File: config.mk
export PLATFORM = sky130hd
export DESIGN_NAME = fetch_stage
export DESIGN_NICKNAME = d
export VERILOG_FILES = /design/src/rtl/fetch_stage.sv
export SDC_FILE = /design/constraint.sdc
export NUM_CORES = 1
export LEC_CHECK = 0
export BUFFER_PORTS_ARGS = -buffer_cell sky130_fd_sc_hd__buf_2
export CAP_MARGIN = 20
export CORE_MARGIN = 2
export CORE_UTILIZATION = 60
export CTS_BUF_LIST = sky130_fd_sc_hd__clkbuf_2
export CTS_CLUSTER_SIZE = 40
export DETAILED_ROUTE_END_ITERATION = 16
export PLACE_DENSITY_LB_ADDON = 0.25
export SYNTH_ARGS = -nofsm -noshare
export SYNTH_HDL_FRONTEND = slang
export SYNTH_SLANG_ARGS = --single-unit
File: constraint.sdc
create_clock -name clk -period 3.5 [get_ports clk]
set_input_delay 0.7 -clock clk [delete_from_list [all_inputs] [get_ports clk]]
set_output_delay 0.7 -clock clk [all_outputs]
set_load 0.01 [all_outputs]
File: src/rtl/fetch_stage.sv
// fetch_stage
//   Instruction-fetch stage plus IF/ID pipeline register. Owns the PC and
//   keeps at most one request outstanding to a variable-latency instruction
//   memory. A one-entry skid buffer catches a response that arrives while
//   decode is stalled. Branch/jump redirects squash everything younger.
//
// Ports
//   clk, resetn          clock, synchronous active-low reset
//   stall                hazard stall: IF/ID holds its live instruction
//   redirect/redirect_pc taken branch/jump target (word-aligned)
//   imem_req/imem_addr   fetch request; accepted when imem_ready is high
//   imem_rvalid/rdata    fetch response, >=1 cycle after acceptance
//   D_valid/D_instr/D_pc IF/ID register (D_instr = 0 when not valid)
//   D_pc4                D_pc + 4, combinational, wraps mod 2^32
module fetch_stage #(
  parameter logic [31:0] RESET_PC = 32'h0000_0000
) (
  input  logic        clk,
  input  logic        resetn,
  input  logic        stall,
  input  logic        redirect,
  input  logic [31:0] redirect_pc,
  output logic        imem_req,
  output logic [31:0] imem_addr,
  input  logic        imem_ready,
  input  logic        imem_rvalid,
  input  logic [31:0] imem_rdata,
  output logic        D_valid,
  output logic [31:0] D_instr,
  output logic [31:0] D_pc,
  output logic [31:0] D_pc4
);

  typedef enum logic [1:0] {
    FETCH = 2'd0,  // free to issue
    WAIT  = 2'd1,  // one request outstanding, response wanted
    DROP  = 2'd2   // one request outstanding, response squashed
  } state_t;

  typedef struct packed {
    logic [31:0] instr;
    logic [31:0] pc;
  } ifid_t;

  state_t      state, state_nxt;
  logic [31:0] pc;
  logic [31:0] req_pc;
  logic        buf_valid;
  ifid_t       buf_q;

  logic        accept;    // request handshake this cycle
  logic        resp;      // response that must be kept (WAIT only)
  logic        can_load;  // IF/ID may take a new entry this cycle
  ifid_t       resp_ent;

  // ---------------------------------------------------------------------------
  // FSM: state register
  // ---------------------------------------------------------------------------
  always_ff @(posedge clk) begin
    if (!resetn) state <= FETCH;
    else         state <= state_nxt;
  end

  // ---------------------------------------------------------------------------
  // FSM: next state and request outputs
  // ---------------------------------------------------------------------------
  always_comb begin
    state_nxt = state;
    imem_req  = 1'b0;
    imem_addr = pc;

    case (state)
      FETCH: begin
        // A full buffer means decode is still backed up; issuing now could
        // produce a second response with nowhere to go.
        imem_req = !buf_valid && !redirect;
        if (imem_req && imem_ready) state_nxt = WAIT;
      end
      WAIT: begin
        if (imem_rvalid) state_nxt = FETCH;
      end
      DROP: begin
        if (imem_rvalid) state_nxt = FETCH;
      end
      default: state_nxt = FETCH;
    endcase

    // A redirect while a request is in flight must swallow its response.
    // If the response lands in the same cycle it is simply discarded here.
    // In DROP the in-flight request is already marked for discard, so the
    // normal DROP transition above stands.
    if (redirect) begin
      case (state)
        WAIT:    state_nxt = imem_rvalid ? FETCH : DROP;
        DROP:    state_nxt = imem_rvalid ? FETCH : DROP;
        default: state_nxt = FETCH;
      endcase
    end
  end

  // Responses are only meaningful in WAIT; anything seen in FETCH (e.g. a
  // stray beat right after reset) or DROP is ignored.
  assign accept   = imem_req && imem_ready;
  assign resp     = (state == WAIT) && imem_rvalid;
  assign can_load = !D_valid || !stall;
  assign resp_ent = '{instr: imem_rdata, pc: req_pc};

  assign D_pc4 = D_pc + 32'd4;

  // ---------------------------------------------------------------------------
  // PC, skid buffer and IF/ID register
  // ---------------------------------------------------------------------------
  always_ff @(posedge clk) begin
    if (!resetn) begin
      pc        <= RESET_PC;
      req_pc    <= '0;
      buf_valid <= 1'b0;
      buf_q     <= '0;
      D_valid   <= 1'b0;
      D_instr   <= '0;
      D_pc      <= '0;
    end else if (redirect) begin
      pc        <= redirect_pc;
      buf_valid <= 1'b0;
      D_valid   <= 1'b0;
      D_instr   <= '0;
    end else begin
      if (accept) begin
        req_pc <= pc;
        pc     <= pc + 32'd4;
      end

      if (can_load) begin
        if (buf_valid) begin
          // Older buffered entry goes first to preserve program order; a
          // response arriving at the same time takes its place.
          D_valid <= 1'b1;
          D_instr <= buf_q.instr;
          D_pc    <= buf_q.pc;
          if (resp) buf_q     <= resp_ent;
          else      buf_valid <= 1'b0;
        end else if (resp) begin
          D_valid <= 1'b1;
          D_instr <= resp_ent.instr;
          D_pc    <= resp_ent.pc;
        end else begin
          // Entry consumed (or slot already empty) and nothing to replace it.
          D_valid <= 1'b0;
          D_instr <= '0;
        end
      end else if (resp) begin
        // Decode stalled on a live instruction: park the response.
        buf_valid <= 1'b1;
        buf_q     <= resp_ent;
      end
    end
  end

endmodule

Word-level counts from Yosys, hierarchy flattened
Index checks and enable logic that the tools add are counted.
- add/sub/neg operators: 2
- equality and inequality tests: 5
- multiplexer cells: 21
- bitwise logic cells: 2
- reductions and logical operators: 19
- operators with widths (cell ; number):
    $mux 32 ; 6
    $mux 64 ; 3
    $add 32x3->32 const B ; 2
    $mux 2 ; 5
    $mux 1 ; 6
    $reduce_and 2->1 ; 3
    $reduce_bool 2->1 ; 3
    $logic_and 1x1->1 ; 4
    $logic_not 1->1 ; 4
    $pmux 2 s2 ; 1
    $reduce_or 2->1 ; 2
    $ne 3x1->1 const B ; 1
    $ne 3x3->1 const B ; 1
    $reduce_and 3->1 ; 1
    $eq 2x1->1 const B ; 1
    $eq 2x2->1 const B ; 1
    $logic_not 2->1 ; 1
    $ne 2x2->1 const B ; 1
    $not 1->1 ; 2
    $logic_or 1x1->1 ; 1
- bits in registers: 196
- bits of input ports: 70

Logic depth before layout (Yosys ltp)
- word-level depth: 6
- mapped depth: 8
- mapped depth without buffers: 7

Worst setup path before layout
Ideal clock, no wire load.
- path kind: reg-to-output
- start: register D_pc[9]
- end: output D_pc4[25]
- arrival: 1.618 ns
- data required time: 2.800 ns
- slack: 1.182 ns
- stages on the path, launching flop included: 6
- buffers on the path: 0
- cell sequence: dfxtp_1 and4_1 nand4_4 nor3_4 nand4_1 xnor2_1
- cells in the longest elaborated chain, start to end: 1
- ends and longest elaborated chain (element ; RTL line ; source):
    start: declaration ; 30 ; output logic [31:0] D_pc,
    start signal: assignment ; 139 ; D_pc <= buf_q.pc;
    start signal: assignment ; 145 ; D_pc <= resp_ent.pc;
    $add 32x3->32 ; 108 ; assign D_pc4 = D_pc + 32'd4;
    end: declaration ; 31 ; output logic [31:0] D_pc4
Every way passes these cells.

Final worst setup path
Ends and elaborated chain as after synthesis.

==> out/metrics.json <==
{
  "outcome": "finished, final reports clean",
  "ff_latch_area_mm2": 0.00393,
  "period_needed_ns": 3.24,
  "top_flip_flop_cell_by_instance_count_after_synthesis": "dfxtp_1",
  "worstHoldPathType": "in -> reg",
  "number_of_post_cts_setup_repair_buffers": 0,
  "post_layout_cell_count": 1422,
  "cp.required_ns": 2.80,
  "design.die.area_mm2": 0.0156,
  "route.detailed.vias_per_inst": 5.58,
  "final_util_pct": 69.8,
  "rsz0062_at_grt": "no",
  "worst_path_max_delay_cell": "dfxtp_1",
  "finalSetupViolations": 0,
  "cts_tree": "yes",
  "via_count_of_the_first_global_routing_pass": 6972,
  "power.total_uw": 3750,
  "start_util_pct": 61.0,
  "grt_start_max_net_pins": 65,
  "die_h_um": 125,
  "std_cell_rows": 44,
  "post_syn_nets": 1142,
  "power-per-cell-area_mw_per_mm2": 372,
  "gpl.final_weighted_congestion": 0.923,
  "remaining_overflow_grt": 0,
  "cts-htree-levels": 4,
  "main_combinational_cell_family_by_area_after_synthesis": "simple AND/OR/NAND/NOR gates",
  "insertion_delay_ns": 0.76,
  "worst-r2r-setup-slack_ns": 1.21,
  "maxSlewHeadroom_pct": 54.2,
  "timing.final.max_slew_violations": 0,
  "grt_pass1_wl_um": 33900,
  "areaGrowthSynthToFinish_pct": 14.4,
  "detail_route.wl_per_cell_um": 14.5,
  "drt_iter0_drc": 557,
  "synthAdderAreaFrac_pct": 0.683,
  "drt_drc": 0,
  "final_cell_area_mm2": 0.0101,
  "ctsLongestPathBuffers": 2,
  "hold_end": "buf_q[39]",
  "postRouteWirelength_um": 20600,
  "startpoint_of_the_worst_hold_path": "imem_rdata[7]",
  "critPathKind": "reg -> out",
  "skew_ns": 0.0213,
  "post_synth_inst_count": 1068,
  "compound_gate_fraction_of_synth_area_pct": 14.4,
  "clock_sinks": 196,
  "crit_path_end_kind": "primary output",
  "dr.pass1.iters": 6,
  "timing.fmax_mhz": 309,
  "cts.root.buffer_cell": "clkbuf_2",
  "fillers": 1245,
  "final.setup.tns_ns": 0,
  "multiInputGateArea_mm2": 0.00452,
  "maxCapViolations": 0,
  "cp_cell_sequence": "and4_1 -> nand4_4 -> nor3_4 -> nand4_1 -> xnor2_1 -> buf_2",
  "pin_count": 200,
  "synth-edff-count": 0,
  "r2r_start": "buf_valid",
  "vias": 7938,
  "netlist_top_cells_area": "dfxtp_1 45%, nand2_1 9.5%, a21oi_1 8.6%",
  "postCtsHoldBufs": 0,
  "hold-path-cell-count": 3,
  "period_share_pct": 92.5,
  "final-hold-violation-count": 0,
  "syn_area_per_cell_um2": 8.24,
  "synth_xor_area_share_pct": 4.68,
  "worst_reg2reg_path_depth": 6,
  "synthMuxAreaShare_pct": 7.80,
  "synth_sequential_area_ratio_pct": 44.6,
  "rr_endpoint": "D_pc[18]",
  "post_synth_and_or_nand_nor_area_fraction_pct": 23.5,
  "synth.largest_area_cell": "dfxtp_1",
  "finish.net_count": 1298,
  "critical_path.max_stage_delay_ns": 0.50,
  "worst-slew-pin-transition_ns": 0.688,
  "share_of_cells_above_drive_strength_1_pct": 22.3,
  "placedCellCount": 1389,
  "fp.dieW_um": 125,
  "antenna_found_initial": 1,
  "synth-warning-count": 0,
  "netlist.area_leader.share_pct": 44.6,
  "numCtsBuffers": 17,
  "number_of_nets_with_antenna_violations_after_detailed_routing": 0,
  "critPathArrivalTime_ns": 2.54,
  "maximum_fanout_count_along_the_critical_path": 8,
  "clk_pin_slew_ns": 0.25,
  "final_hpwl_from_detailed_placement_um": 14100,
  "track_usage_pct": 25.9,
  "dpl-instance-area_mm2": 0.00983,
  "number_of_distinct_standard_cells_referenced_by_the_synthesized_netlist": 57,
  "power.leakage_uw": 0.00379,
  "core-area_mm2": 0.0144,
  "synth-async-reset-ratio_pct": 0,
  "synthesis.area_mm2": 0.00880,
  "ir_worst_vdd_uv": 235,
  "startpoint_type": "flip-flop",
  "cts_repair_resized_insts": 0,
  "placement.io_buffers": 199,
  "register_bit_count_reported_by_yosys": 196
}
flip-flops by register name (all words and copies together), names as in the netlist:
| register | count |
|---|---|
| D_pc | 32 |
| req_pc | 32 |
| D_valid | 1 |
| buf_valid | 1 |
| imem_addr | 32 |
| buf_q | 64 |
| state | 2 |
| D_instr | 32 |
kinds of logic after synthesis:
logic type      after synthesis
flops                       196
mux                          68
xor+xnor                     47
buf+inv                      86
compound gates              224
fa+ha+maj                     5
simple gates                442
layer usage:
layer  vias to the layer above  global-route usage, %  wire [µm]
met1                      3601                   38.4       9860
met3                        38                   4.92       1410
met2                       292                   37.9       8930
li1                       4007                      -          -
met4                         0                   8.82        442
met5                         -                      0          0
where the power goes:
part	total, µW	switching, µW	leakage, µW	internal [µW]
Combinational	322	190	0.00206	132
Clock	1070	744	0.000141	325
Sequential	2360	72.6	0.00159	2280
final cells by class:
| cell class | instances | share of cell area, % |
|---|---|---|
| Multi-Input combinational cell | 786 | 44.9 |
| Sequential cell | 196 | 39.0 |
| Timing Repair Buffer | 213 | 11.1 |
| Tap cell | 184 | 2.29 |
| Clock inverter | 14 | 1.38 |
| Clock buffer | 18 | 0.895 |
| Inverter | 10 | 0.410 |
| Antenna cell | 1 | 0.0249 |
worst max path at each step:
stage,start,end,slack [ns],depth (start not counted)
6_report,D_pc[9],D_pc4[25],0.26,6
5_1_grt,D_pc[9],D_pc4[20],0.04,6
4_1_cts,D_pc[9],D_pc4[25],0.19,6
3_5_place_dp,D_pc[9],D_pc4[25],1.09,6
3_3_place_gp,D_pc[9],D_pc4[31],1.14,6
2_1_floorplan,D_pc[9],D_pc4[25],1.18,5
placed cells by master (no fill, tap or decap), types with 21 or more instances in the layout:
master and n:
a21oi_1 152, nor3_1 39, dfxtp_1 195, mux2i_1 67
xnor2_1 33, nand4_1 21, nand2_1 222, buf_2 199
nand3_1 24, a211oi_1 34, nor2_1 89
worst max-delay path: cells and delay by family, from the launching register on:
family	cells	cell delay, ns
xor+xnor	1	0.15
buf+inv	1	0.14
simple gates	4	0.99
flops	1	0.50
cells in the mapped netlist, types with 3 or more instances:
library cell / count
a211oi_1: 34
a21oi_1: 152
and3_1: 9
and4_1: 7
buf_1: 3
buf_2: 22
buf_4: 3
clkbuf_1: 46
dfxtp_1: 196
ha_1: 4
inv_1: 8
mux2i_1: 67
nand2_1: 222
nand3_1: 24
nand4_1: 21
nand4_2: 3
nor2_1: 89
nor3_1: 39
nor3_4: 3
nor4_2: 4
o21ai_0: 18
o21ai_1: 4
or3_1: 3
xnor2_1: 33
xor2_1: 14
metrics by stage:
step,worst slack (ns),hold WS (ns)
2_1_floorplan,1.18,0.436
3_3_place_gp,1.14,0.441
3_5_place_dp,1.09,0.446
4_1_cts,0.187,0.0743
5_1_grt,0.0421,0.0644
6_report,0.263,0.143
No activity file was read; power rests on OpenSTA's default activity.
